<file path="src/rtl/rf_pkg.sv">
// rf_pkg: shared defaults and address-width helper for the register file.
package rf_pkg;
    localparam int WIDTH_DEF    = 16;
    localparam int NUM_REGS_DEF = 8;

    function automatic int addr_w(input int n);
        return (n <= 2) ? 1 : $clog2(n);
    endfunction
endpackage

</file>
<file path="src/rtl/rf_entry.sv">
// rf_entry: one register-file row with write enable and async active-low clear.
module rf_entry #(
    parameter int WIDTH = rf_pkg::WIDTH_DEF
) (
    input  logic             clk,
    input  logic             rst,
    input  logic             we,
    input  logic [WIDTH-1:0] d,
    output logic [WIDTH-1:0] q
);
    logic [WIDTH-1:0] data_d, data_q;

    always_comb data_d = we ? d : data_q;

    always_ff @(posedge clk or negedge rst)
        if (!rst) data_q <= '0;
        else      data_q <= data_d;

    assign q = data_q;
endmodule

</file>
<file path="src/rtl/rf_bypass.sv">
// rf_bypass: NUM_REGS x WIDTH register file, two comb read ports, one write port,
// optional write-to-read bypass and out-of-range index error flag.
module rf_bypass
    import rf_pkg::*;
#(
    parameter int WIDTH    = WIDTH_DEF,
    parameter int NUM_REGS = NUM_REGS_DEF,
    parameter int BYPASS   = 1,
    localparam int ADDR_W  = addr_w(NUM_REGS)
) (
    input  logic              clk,
    input  logic              rst,
    input  logic [ADDR_W-1:0] read1_reg,
    input  logic [ADDR_W-1:0] read2_reg,
    input  logic [ADDR_W-1:0] write_reg,
    input  logic [WIDTH-1:0]  write_data,
    input  logic              write_en,
    output logic [WIDTH-1:0]  read1_data,
    output logic [WIDTH-1:0]  read2_data,
    output logic              err
);
    // One extra bit so NUM_REGS itself is representable in the range compare.
    localparam logic [ADDR_W:0] NREGS = (ADDR_W + 1)'(NUM_REGS);

    logic [NUM_REGS-1:0] we_vec;
    logic [WIDTH-1:0]    rows [NUM_REGS];
    logic                wr_ok, rd1_ok, rd2_ok, byp1, byp2;

    always_comb begin
        wr_ok  = {1'b0, write_reg} < NREGS;
        rd1_ok = {1'b0, read1_reg} < NREGS;
        rd2_ok = {1'b0, read2_reg} < NREGS;
        byp1   = (BYPASS != 0) && write_en && (write_reg == read1_reg);
        byp2   = (BYPASS != 0) && write_en && (write_reg == read2_reg);
    end

    for (genvar g = 0; g < NUM_REGS; g++) begin : g_row
        assign we_vec[g] = write_en && wr_ok && (write_reg == ADDR_W'(g));
        rf_entry #(.WIDTH(WIDTH)) u_entry (
            .clk (clk),
            .rst (rst),
            .we  (we_vec[g]),
            .d   (write_data),
            .q   (rows[g])
        );
    end

    always_comb begin
        read1_data = (!rst || !rd1_ok) ? '0 : byp1 ? write_data : rows[read1_reg];
        read2_data = (!rst || !rd2_ok) ? '0 : byp2 ? write_data : rows[read2_reg];
        err        = rst && ((write_en && !wr_ok) || !rd1_ok || !rd2_ok);
    end
endmodule

</file>
<file path="config.mk">
export PLATFORM = sky130hd
export DESIGN_NAME = rf_bypass
export DESIGN_NICKNAME = d
export VERILOG_FILES = /design/src/rtl/rf_pkg.sv /design/src/rtl/rf_entry.sv /design/src/rtl/rf_bypass.sv
export SDC_FILE = /design/constraint.sdc
export NUM_CORES = 1
export LEC_CHECK = 0
export BUFFER_PORTS_ARGS = -buffer_cell sky130_fd_sc_hd__buf_2
export CAP_MARGIN = 5
export CORE_ASPECT_RATIO = 0.6
export CORE_MARGIN = 1
export CORE_UTILIZATION = 45
export DETAILED_ROUTE_END_ITERATION = 6
export GPL_TIMING_DRIVEN = 0
export PLACE_DENSITY = 0.65
export SYNTH_ARGS = -nofsm -noshare
export SYNTH_HDL_FRONTEND = slang
export SYNTH_SLANG_ARGS = --single-unit
</file>
<file path="constraint.sdc">
create_clock -name clk -period 1.25 [get_ports clk]
set_input_delay 0.125 -clock clk [delete_from_list [all_inputs] [get_ports clk]]
set_output_delay 0.125 -clock clk [all_outputs]
set_load 0.1 [all_outputs]
</file>
== Word level (Yosys, flattened, before mapping) ==
Cells that the tools add are included.
Operators by class
  order comparisons: 2
  equal/unequal tests: 9
  multiplexer cells: 10
  bitwise operators: 2
  reduce and logical (&&, ||, !) cells: 11
Operators by type and width (number)
  16-bit two-way mux: 8
  16-bit binary-select mux with 3-bit select: 2
  3-bit == test, second input constant: 4
  1-bit logical AND: 10
  4-bit greater-or-equal comparator, second input constant: 2
  3-bit inverter with 4-bit output: 2
  3-bit by 2-bit == test with 1-bit output, second input constant: 2
  3-bit == test: 2
  3-bit by 1-bit == test with 1-bit output, second input constant: 1
  3-bit logical NOT: 1
Word-level totals
  register bits: 128
  input bits: 28
  output and inout port bits: 33
  logic and storage cells: 42

== Depth between registers and ports, before layout ==
  depth in word-level cells: 6
  mapped depth: 7
  depth with buffers taken out: 4

== Cells and area by module ==
From an unflattened synthesis, not the netlist that was laid out.
Unflattened totals
  cell total of the unflattened synthesis: 554
  area total of the unflattened synthesis: 7946.4 sq um
Modules (own cells, without submodules)
  rf_entry: instances 8, cells each 34, area an instance 649.4 sq um
  rf_bypass: instances 1, cells each 282, area an instance 2751.4 sq um

== Least setup slack after synthesis ==
No wires, ideal clock.
  path type: input -> output
  start: input port read2_reg[0]
  end: output port read2_data[10]
  arrival time: 2.514 ns
  data required time: 1.125 ns
  setup slack: -1.389 ns
  stages: 7
  path buffers: 3
  path through: buf_2 or2_2 buf_2 buf_2 o22ai_1 a21oi_1 a21oi_1
Between the ends
  cells in the longest elaborated chain, start to end: 6
RTL lines
  start, declared: line rf_bypass.sv:14  | input logic [ADDR_W-1:0] read2_reg,
  3-bit inverter with 4-bit output (not written as such): line rf_bypass.sv:50  | read2_data = (!rst || !rd2_ok) ? '0 : byp2 ? write_data : rows[read2_reg];
  16-bit binary-select mux with 3-bit select: line rf_bypass.sv:50
  16-bit two-way mux (not written as such) (2 in a row): line rf_bypass.sv:50
  16-bit two-way mux * (2 in a row): line rf_bypass.sv:50
  end, declared: line rf_bypass.sv:19  | output logic [WIDTH-1:0] read2_data,
Every way passes the cells marked *; elsewhere a longest branch is shown, timed or not. The select of a mux whose other input is x is not followed.

== Worst setup path after layout ==
  start: register g_row[0].u_entry.data_q[14]
  end: output port read1_data[14]
Between the ends
  cells in the longest elaborated chain, start to end: 5
RTL lines
  start, declared: line rf_entry.sv:11  | logic [WIDTH-1:0] data_d, data_q;
  start signal, assigned: line rf_entry.sv:17  | else data_q <= data_d;
  16-bit binary-select mux with 3-bit select: line rf_bypass.sv:49  | read1_data = (!rst || !rd1_ok) ? '0 : byp1 ? write_data : rows[read1_reg];
  16-bit two-way mux (not written as such) (2 in a row): line rf_bypass.sv:49
  16-bit two-way mux (2 in a row): line rf_bypass.sv:49
  end, declared: line rf_bypass.sv:18  | output logic [WIDTH-1:0] read1_data,
No other way between the ends. The select of a mux whose other input is x is not followed.

==> out/results.ini <==
[status]
outcome=complete, but fails checks
violations=hold timing, setup timing

[run]
maxCapViolations=0

[floorplan]
core_area_um2=16300
die-area_um2=17200
die_w_um=169
rows=36
pin_count=61
start_util_pct=46.2
die_h_um=102

[sta]
setup_tns_ns=-20.97
whs_ns=-0.443
min_period_ns=2.06
fin_crit_sh_pct=165
fin_skew_ns=0
max_freq_mhz=486
hold_violations=87
slew_viol_final=0
finalSetupViolCount=32
worstMarginPinSlew_ns=0.691
setup_slack_ns=-0.808
slew_headroom_pct=54.0
grt_setup_unrepaired=true

[route]
routed_wl_um=22200
drc_errors=0
first_pass_iters=5
vias_per_cell=6.09
ant_nets=0
drtIter0Drc=401
vias=5240
wl_per_cell_um=25.8

[clock_network]
clk_path_buf_depth=2
cts-htree-levels=4
cts_tree=built
clock-sinks=128
clkTransAtPathRegs_ns=0.06
cts_buffers=17
worstSkewPairLatency_ns=0.43
clk_root_buffer_cell=clkbuf_16

[power]
powerDensity_nw_per_um2=1690
swShare_pct=33.6
switchingPower_uw=5800
power_leakage_uw=0.00413
vdd_ir_drop_max_mv=1.04
combinationalPowerShare_pct=34.8
power_frac_seq_pct=33.6
p_clk_share_pct=31.6
intPower_uw=11400

[worst_setup_path]
cp_slowest_stage_delay_ns=0.63
start_kind=flip-flop
startpoint=g_row[0].u_entry.q[14]$_DFFE_PN0P_
critPathArrivalTime_ns=1.93
timing.rr.end=g_row[0].u_entry.q[14]$_DFFE_PN0P_
cp-endpoint=read1_data[14]
crit_chain=mux4_4, mux2i_4, a21oi_4, buf_12
worstRegToRegCells=1
path_max_fanout=3
r2r_start=g_row[0].u_entry.q[14]$_DFFE_PN0P_
cp_slowest_cell=mux4_4
rrSetupSlack_ns=0.42
path_class=reg2out
cp.required_ns=1.12
cp-end-kind=output port

[synthesis]
yosys_warnings=0
syn-num-nets=589
yosysUniqueCellTypes=31
seq_area_frac_synth_pct=42.6
syn_area_per_cell_um2=13.4
syn_inst=561
synth_area_um2=7510
synth_seq_cells=128

[finish]
largest_reg_flops=128
final_cells=861
regArea_um2=3200
drive_above_1_share_pct=60.7
syn_to_final_growth_pct=35.9
fillers=1183
final_cell_mix=128 x dfrtp_1, 92 x mux2_2, 60 x mux2i_1, 50 x a21oi_4, 40 x buf_12
final_common_cell=dfrtp_1
num_antenna_cells=0
multi_input_area_um2=4690
nets=648

[place]
dpl.cell_count=825
port_buffers=35
routabilityCongestion=0.947
dp_hpwl_um=15400

[grt]
grt_pass1_vias=5469
grt_pass1_wl_um=34100
track_usage_pct=27.6
overflow=0
grt_antenna_before_repair=0
grt_max_degree=53

[hold_path]
hold_class=in2async

[worst min path at each step]
stage	start	to	slack, ns	cells after the start
3_5_place_dp	rst	g_row[5].u_entry.q[0]$_DFFE_PN0P_	0.11	1
2_1_floorplan	rst	g_row[0].u_entry.q[0]$_DFFE_PN0P_	-0.17	0
3_3_place_gp	g_row[7].u_entry.q[12]$_DFFE_PN0P_	g_row[7].u_entry.q[12]$_DFFE_PN0P_	0.50	1
5_1_grt	rst	g_row[1].u_entry.q[0]$_DFFE_PN0P_	-0.43	1
6_report	rst	g_row[3].u_entry.q[2]$_DFFE_PN0P_	-0.44	1
4_1_cts	rst	g_row[3].u_entry.q[2]$_DFFE_PN0P_	-0.39	1
[area by class of cell]
class                           count  area share [%]
Sequential cell                   128            31.4
Tap cell                          228            2.79
Clock buffer                       23            4.78
Multi-Input combinational cell    371            45.9
Buffer                             62            6.15
Timing Repair Buffer               40            7.50
Clock inverter                      9            1.51
[synthesized netlist by cell type]
cell / count / area share, %
nand2_1: 1 / 0.050
o21ai_0: 32 / 2.1
nor3_4: 2 / 0.43
clkbuf_4: 2 / 0.20
conb_1: 1 / 0.050
mux2i_1: 62 / 8.3
nand4_1: 2 / 0.17
buf_6: 4 / 0.60
dfrtp_1: 128 / 43
nand2b_1: 2 / 0.17
nand4b_2: 3 / 0.60
buf_1: 11 / 0.55
mux4_2: 22 / 6.6
or2_2: 2 / 0.17
a21oi_1: 62 / 4.1
mux4_1: 11 / 3.8
nor3b_4: 2 / 0.50
nand2b_4: 1 / 0.18
xnor2_1: 6 / 0.70
clkbuf_8: 6 / 1.1
nand4_2: 1 / 0.17
mux2_4: 20 / 4.0
buf_2: 13 / 0.87
o22ai_1: 30 / 2.5
clkbuf_1: 7 / 0.35
buf_8: 4 / 0.80
clkdlybuf4s50_1: 3 / 0.40
buf_12: 1 / 0.27
buf_4: 11 / 1.1
mux2_2: 108 / 16
mux4_4: 1 / 0.33
[critical path: cells and delay by family, from the launching register on]
| kind | cells | cell delay (ns) |
|---|---|---|
| muxes | 2 | 0.82 |
| DFF | 1 | 0.43 |
| buffers and inverters | 1 | 0.17 |
| AOI/OAI and AO/OA | 1 | 0.08 |
[what timing repair did]
| action | in CTS | in global routing |
|---|---|---|
| resized for setup | 164 | 13 |
| pin swaps | 42 | 6 |
| setup endpoints to repair | 42 | 34 |
| hold endpoints to repair | 87 | 87 |
| cloned | 1 | 0 |
| buffers inserted | 3 | 0 |
[cell families (layout without fill, tap and decap cells)]
logic type | after synthesis | count (layout) | share of synthesized area (%)
flops | 128 | 128 | 42.6
buf+inv | 62 | 134 | 6.23
compound gates | 124 | 124 | 8.76
mux | 224 | 224 | 39.2
simple gates | 16 | 16 | 2.43
other cells | 1 | 1 | 0.0499
xor+xnor | 6 | 6 | 0.699
[per-layer routing]
metal	track usage (%)	vias up	routed length, um
li1	-	2243	-
met1	41.1	2808	11000
met2	39.7	162	9620
met3	6.89	27	1400
met4	8.04	0	269
met5	0	-	0
[per-stage QoR]
step	util, %	setup WS [ns]	total power, uW	area, um^2	hold slack, ns
final	62.8	-0.808	17200	10200	-0.443
after global routing	62.8	-0.837	17800	10200	-0.426
after CTS	62.2	-0.811	17100	10100	-0.386
after detailed placement	54.4	-1.30	10900	8850	0.109
after global placement	54.2	-2.68	10700	8810	0.498
after floorplan	-	-0.379	9810	8350	-0.171
[power by group through the flow]
| stage | Clock (uW) | Sequential (uW) | Combinational [uW] |
|---|---|---|---|
| after global routing | 5680 | 5900 | 6250 |
| after global placement | 0 | 5710 | 4980 |
| after CTS | 5500 | 5760 | 5840 |
| final | 5450 | 5790 | 6000 |
| after detailed placement | 0 | 5810 | 5080 |
| after floorplan | 0 | 5570 | 4240 |
No activity file was read; power rests on OpenSTA's default activity.
